===== src/rtl/mult_div_unit.sv =====
// Iterative MIPS multiply/divide unit holding the architectural HI/LO registers.
// A single shift-add / restoring-divide datapath runs 32 iterations per MULT*/DIV*.
// Signed operations work on magnitudes, and a final FIX cycle applies the result signs.
// MTHI/MTLO bypass the datapath and write the selected register at the accept edge.
module mult_div_unit #(
    parameter int WIDTH = 32,
    parameter int CNT_W = 6
) (
    input  logic             clk,
    input  logic             rst,
    input  logic             start,
    input  logic [2:0]       md_op,
    input  logic [WIDTH-1:0] a1,
    input  logic [WIDTH-1:0] a2,
    output logic             busy,
    output logic             done,
    output logic             div_zero,
    output logic [WIDTH-1:0] hi,
    output logic [WIDTH-1:0] lo
);

    typedef enum logic [1:0] {
        S_IDLE = 2'd0,
        S_CALC = 2'd1,
        S_FIX  = 2'd2
    } state_t;

    localparam logic [CNT_W-1:0] LAST_STEP = CNT_W'(WIDTH - 1);

    state_t             state_reg, state_next;
    logic [CNT_W-1:0]   cnt_reg;
    logic [WIDTH-1:0]   acc_hi_reg;     // partial product high half / running remainder
    logic [WIDTH-1:0]   acc_lo_reg;     // multiplier shifting out / quotient shifting in
    logic [WIDTH-1:0]   oper_reg;       // multiplicand or divisor magnitude
    logic [WIDTH-1:0]   raw_a_reg;      // unmodified dividend, returned in HI on divide-by-zero
    logic               is_div_reg;
    logic               neg_lo_reg;     // negate product, or negate quotient
    logic               neg_hi_reg;     // negate remainder (sign of dividend)
    logic               zero_div_reg;
    logic [WIDTH-1:0]   hi_reg, lo_reg;
    logic               done_reg, div_zero_reg;

    // operand decode and magnitude extraction at accept time
    logic               op_is_calc, op_is_div, op_signed;
    logic               a1_neg, a2_neg;
    logic [WIDTH-1:0]   a1_mag, a2_mag;

    // one iteration of the shared datapath
    logic [WIDTH:0]     add_sum;
    logic [WIDTH:0]     div_shift;
    logic [WIDTH:0]     div_trial;
    logic [WIDTH-1:0]   step_hi_next, step_lo_next;

    // sign-corrected results presented in FIX
    logic [2*WIDTH-1:0] prod_raw, prod_fix;
    logic [WIDTH-1:0]   quot_fix, rem_fix;

    assign busy     = (state_reg != S_IDLE);
    assign done     = done_reg;
    assign div_zero = div_zero_reg;
    assign hi       = hi_reg;
    assign lo       = lo_reg;

    // operand decode: MULT and DIV (op[0]=0) are the signed variants
    always_comb begin
        op_is_calc = ~md_op[2];
        op_is_div  = md_op[1];
        op_signed  = ~md_op[2] & ~md_op[0];
        a1_neg     = op_signed & a1[WIDTH-1];
        a2_neg     = op_signed & a2[WIDTH-1];
        a1_mag     = a1_neg ? -a1 : a1;
        a2_mag     = a2_neg ? -a2 : a2;
    end

    // single iteration: shift-add multiply step and restoring divide step
    always_comb begin
        add_sum   = acc_lo_reg[0] ? ({1'b0, acc_hi_reg} + {1'b0, oper_reg})
                                  : {1'b0, acc_hi_reg};
        div_shift = {acc_hi_reg, acc_lo_reg[WIDTH-1]};
        div_trial = div_shift - {1'b0, oper_reg};
        if (is_div_reg) begin
            // trial MSB clear means the shifted remainder covered the divisor
            if (!div_trial[WIDTH]) begin
                step_hi_next = div_trial[WIDTH-1:0];
                step_lo_next = {acc_lo_reg[WIDTH-2:0], 1'b1};
            end else begin
                step_hi_next = div_shift[WIDTH-1:0];
                step_lo_next = {acc_lo_reg[WIDTH-2:0], 1'b0};
            end
        end else begin
            step_hi_next = add_sum[WIDTH:1];
            step_lo_next = {add_sum[0], acc_lo_reg[WIDTH-1:1]};
        end
    end

    // sign correction of the finished magnitudes
    always_comb begin
        prod_raw = {acc_hi_reg, acc_lo_reg};
        prod_fix = neg_lo_reg ? -prod_raw : prod_raw;
        quot_fix = neg_lo_reg ? -acc_lo_reg : acc_lo_reg;
        rem_fix  = neg_hi_reg ? -acc_hi_reg : acc_hi_reg;
    end

    // state register
    always_ff @(posedge clk or posedge rst) begin
        if (rst) begin
            state_reg <= S_IDLE;
        end else begin
            state_reg <= state_next;
        end
    end

    // next-state logic: only MULT*/DIV* enter the iterative path
    always_comb begin
        state_next = state_reg;
        case (state_reg)
            S_IDLE: begin
                if (start && op_is_calc) begin
                    state_next = S_CALC;
                end
            end
            S_CALC: begin
                if (cnt_reg == LAST_STEP) begin
                    state_next = S_FIX;
                end
            end
            S_FIX: begin
                state_next = S_IDLE;
            end
            default: begin
                state_next = S_IDLE;
            end
        endcase
    end

    // datapath, HI/LO and status registers
    always_ff @(posedge clk or posedge rst) begin
        if (rst) begin
            cnt_reg      <= '0;
            acc_hi_reg   <= '0;
            acc_lo_reg   <= '0;
            oper_reg     <= '0;
            raw_a_reg    <= '0;
            is_div_reg   <= 1'b0;
            neg_lo_reg   <= 1'b0;
            neg_hi_reg   <= 1'b0;
            zero_div_reg <= 1'b0;
            hi_reg       <= '0;
            lo_reg       <= '0;
            done_reg     <= 1'b0;
            div_zero_reg <= 1'b0;
        end else begin
            done_reg <= 1'b0;
            case (state_reg)
                S_IDLE: begin
                    cnt_reg <= '0;
                    if (start) begin
                        div_zero_reg <= 1'b0;
                        if (op_is_calc) begin
                            acc_hi_reg   <= '0;
                            acc_lo_reg   <= op_is_div ? a1_mag : a2_mag;
                            oper_reg     <= op_is_div ? a2_mag : a1_mag;
                            raw_a_reg    <= a1;
                            is_div_reg   <= op_is_div;
                            neg_lo_reg   <= a1_neg ^ a2_neg;
                            neg_hi_reg   <= a1_neg;
                            zero_div_reg <= op_is_div && (a2 == '0);
                        end else if (md_op == 3'b100) begin
                            hi_reg   <= a1;
                            done_reg <= 1'b1;
                        end else if (md_op == 3'b101) begin
                            lo_reg   <= a1;
                            done_reg <= 1'b1;
                        end
                    end
                end
                S_CALC: begin
                    acc_hi_reg <= step_hi_next;
                    acc_lo_reg <= step_lo_next;
                    cnt_reg    <= (cnt_reg == LAST_STEP) ? '0 : cnt_reg + CNT_W'(1);
                end
                S_FIX: begin
                    done_reg <= 1'b1;
                    if (!is_div_reg) begin
                        hi_reg <= prod_fix[2*WIDTH-1:WIDTH];
                        lo_reg <= prod_fix[WIDTH-1:0];
                    end else if (zero_div_reg) begin
                        hi_reg       <= raw_a_reg;
                        lo_reg       <= '1;
                        div_zero_reg <= 1'b1;
                    end else begin
                        hi_reg <= rem_fix;
                        lo_reg <= quot_fix;
                    end
                end
                default: begin
                    cnt_reg <= '0;
                end
            endcase
        end
    end

endmodule


===== config.mk =====
export PLATFORM = sky130hd
export DESIGN_NAME = mult_div_unit
export DESIGN_NICKNAME = d
export VERILOG_FILES = /design/src/rtl/mult_div_unit.sv
export SDC_FILE = /design/constraint.sdc
export NUM_CORES = 1
export LEC_CHECK = 0
export ABC_AREA = 1
export CAP_MARGIN = 20
export CORE_MARGIN = 8
export CORE_UTILIZATION = 56
export DETAILED_ROUTE_END_ITERATION = 7
export GPL_TIMING_DRIVEN = 0
export PLACE_DENSITY = 0.86
export SLEW_MARGIN = 20
export SYNTH_ARGS = -nofsm -noshare
export SYNTH_HDL_FRONTEND = slang
export SYNTH_SLANG_ARGS = --single-unit
export TNS_END_PERCENT = 100

===== constraint.sdc =====
create_clock -name clk -period 6.8 [get_ports clk]
set_input_delay 1.36 -clock clk [delete_from_list [all_inputs] [get_ports clk]]
set_output_delay 1.36 -clock clk [all_outputs]
set_load 0.05 [all_outputs]

==> metrics.md <==
| Metric | Value |
|---|---|
| Outcome | `complete, no violations` |
| Worst Path Max Fanout | `10` |
| Layout cells sized above 1 | `4.614%` |
| CTS buffer count | `26` |
| Synth Instances | `between 3000 and 4000` |
| Synthesized cell area | `~21000 um^2` |
| Largest net degree at the start of global routing | `36` |
| Final hold violation count | `0` |
| Max Fclk | `252.3 MHz` |
| Setup skew after layout | `0.02752 ns` |
| HP Class | `flip-flop to flip-flop` |
| Mean area per synthesized cell | `a little under 6 um^2` |
| H-tree depth | `1` |
| Slew Limit Fails | `0` |
| WL final | `~100000 um` |
| Largest family of logic cells by synthesized area | `simple AND/OR/NAND/NOR gates` |
| Worst Reg-to-Reg Cells | `14` |
| Maxcap violations | `0` |
| Simple-Gate Fraction of Synth Area | `between 40% and 50%` |
| RSZ-0062 raised after global routing | `false` |
| Post-synthesis mux area share | `0%` |
| CTS sink cnt | `~210` |
| Die ar. | `43010 um^2` |
| Commonest cells after routing, fill and taps aside | `nand2_1 (1071), nor2_1 (482), inv_1 (433)` |
| Yosys Warn Count | `0` |
| Actual slew at the worst max-slew pin | `between 1 and 1.5 ns` |
| CP peak stage delay | `approximately 0.77 ns` |
| Top cell type's share of synthesized area | `roughly 25%` |
| Number of I/O port buffers | `approximately 140` |
| Part of the cycle the worst path needs | `58.28%` |
| Core box area | `36350 um^2` |
| Synth Area in XOR/XNOR | `between 2 and 3%` |
| WHS Path Cells | `1` |
| Crit-path slowest cell | `nor2_1` |
| Post-CTS Resized | `0` |
| Drt wl/cell | `approximately 24 um` |
| Post-route ant nets | `0` |
| RD Place Congestion | `around 1.1` |
| Initial DRC Count | `~4200` |
| Initial antenna violation count | `3` |
| CTS tree | `yes` |
| Remaining DRCs | `0` |
| Synth Area in Compound Gates | `between 10% and 20%` |
| Critical path, cell by cell | `clkdlybuf4s50_1 > nor2_1 > nand2_2 > clkinv_1 > buf_2 > nand2_1 > nand3_1 > nand2_1 > o211ai_1 > o21ai_0` |
| Post-CTS Setup Inserts | `0` |
| Crit end category | `flip-flop` |
| Post-DP HPWL | `between 80000 and 90000 um` |
| Die Ht | `207.4 um` |
| I/O pin count | `roughly 140` |
| Total number of vias | `approximately 26000` |
| Total Routing Usage GR | `44.57%` |
| P&R area growth vs syn | `14.95%` |
| Startpoint Class | `primary input` |
| Synth Area in Adders | `4.404%` |
| Clock Path Buffers | `3` |
| CTS Root Cell | `clkbuf_16` |
| Cell mode on critical path | `nand2_1` |
| Drt first pass iters | `7` |
| Sequential area share after synthesis | `between 20% and 30%` |
| Post-cts hold buffer count | `0` |
| Final net count | `approximately 3800` |
| Via/cell ratio | `6.202` |
| Synth area leader | `dfrtp_1` |
| Fillers | `about 3500` |
| Pleak | `about 12 nW` |
| Peak supply drop | `between 0.2 and 0.25 mV` |
| Final Power | `between 10 and 15 mW` |
| Critical Path AT | `approximately 4.4 ns` |
| WS Path Type | `primary input to flip-flop` |
| Commonest non-fill, non-tap cell in the layout | `nand2_1` |
| First-pass GRT wire length | `146200 um` |
| Remaining Overflow, GRT | `0` |
| Initial Util | `between 50% and 60%` |
| Setup violators final | `0` |
| CP Data Required Time | `between 7 and 8 ns` |
| Clk slew on worst S/H paths | `0.06 ns` |
| Yosys reg bits | `approximately 210` |
| Vias in the first global route | `about 24000` |
| Crit path time final | `approximately 4 ns` |
| Clk_lat worst skew | `slightly below 0.6 ns` |
| Syn nets | `roughly 3700` |
| Synth unique cells | `between 50 and 60` |
| PD cells | `498.8 nW/um^2` |
| Row count | `70` |
| Worst slew margin | `about 33%` |
| Setup TNS | `0 ns` |
| Top post-synthesis cells by area | `dfrtp_1 (25%), nand2_1 (20%), nor2_1 (8.8%), inv_1 (7.9%), nand3_1 (7.6%)` |
| Die X | `approximately 210 um` |
[power breakdown]
| part | total, mW | switching [mW] | leakage [nW] | internal [mW] |
|---|---|---|---|---|
| sequential | 2.29 | 0.652 | 2.44 | 1.63 |
| combinational | 7.89 | 5.45 | 8.89 | 2.45 |
| clock | 1.58 | 0.636 | 0.460 | 0.942 |
| total | 11.8 | 6.73 | 11.8 | 5.03 |
[per-layer routing]
metal / wire, um / track usage [%] / up-vias
met1: 36300 / 56.04 / 11580
li1: - / - / 11600
met5: 134 / 2.067 / -
met3: 15550 / 14.84 / 538
met4: 8356 / 28.91 / 6
met2: 39880 / 64.53 / 2186
[worst max-delay path: cells and delay by family]
family                 cells  cell delay, ns
and+or+nand+nor            5            1.41
buffers and inverters      3            0.98
AOI/OAI and AO/OA          2            0.61
[kinds of logic after synthesis]
family                     Yosys count
AOI/OAI and AO/OA                  579
xor gates and xnor gates            70
adders and majority gates           71
buffers and inverters              589
DFF                                206
and+or+nand+nor                   2002
[area by class of cell]
class                           instances  area (um^2)  area share, %
Multi-Input combinational cell       2722        13010          55.19
Sequential cell                       206         5155          21.86
Inverter                              447         1684          7.143
Timing Repair Buffer                  143         1516          6.432
Clock buffer                           33        716.9          3.041
Buffer                                142        664.4          2.818
Tap cell                              468        585.6          2.484
Clock inverter                         13        232.7         0.9871
Antenna cell                            4        10.01        0.04246
[per-stage QoR]
step	util (%)	cell area, um^2	hold WS (ns)	instances	worst slack [ns]
final	64.86	23580	0.4834	4178	2.837
after global routing	64.85	23570	0.5062	4176	2.852
after CTS	64.84	23570	0.4810	4174	3.106
after detailed placement	62.22	22620	0.4698	4128	2.530
after global placement	61.80	22460	0.4568	4121	1.092
after floorplan	-	20510	0.4315	3517	2.768
[synth_stat cells (all sizes together)]
| library cell | instances |
|---|---|
| a31o | 1 |
| o21ai | 237 |
| nor2 | 497 |
| o221ai | 8 |
| a21boi | 26 |
| buf | 67 |
| o32a | 4 |
| o22ai | 4 |
| inv | 443 |
| o211ai | 33 |
| nand2 | 1085 |
| and3 | 1 |
| o21bai | 11 |
| a21oi | 230 |
| and2 | 3 |
| clkinv | 4 |
| nand4 | 31 |
| clkbuf | 75 |
| a221oi | 1 |
| a22o | 1 |
| fa | 2 |
| nand3 | 313 |
| or2 | 35 |
| nor3 | 16 |
| a22oi | 12 |
| a21o | 2 |
| o21a | 2 |
| xor2 | 47 |
| a31oi | 2 |
| nor4 | 3 |
| nand3b | 18 |
| xnor2 | 23 |
| o31ai | 2 |
| ha | 69 |
| a2bb2oi | 3 |
| dfrtp | 206 |
[worst paths after layout]
| path | to | slack (ns) | startpoint |
|---|---|---|---|
| worst max-delay path | oper_reg[26] | 2.84 | md_op[0] |
| worst min-delay path | state_reg[1] | 0.48 | cnt_reg[5] |
| worst max register to register | hi[4] | 3.29 | acc_lo_reg[0] |
| worst min register to register | state_reg[1] | 0.48 | cnt_reg[5] |
| max in group asynchronous | neg_lo_reg | 4.46 | rst |
| min in group asynchronous | hi[26] | 1.19 | rst |
Power figures use the tool's default switching activity.
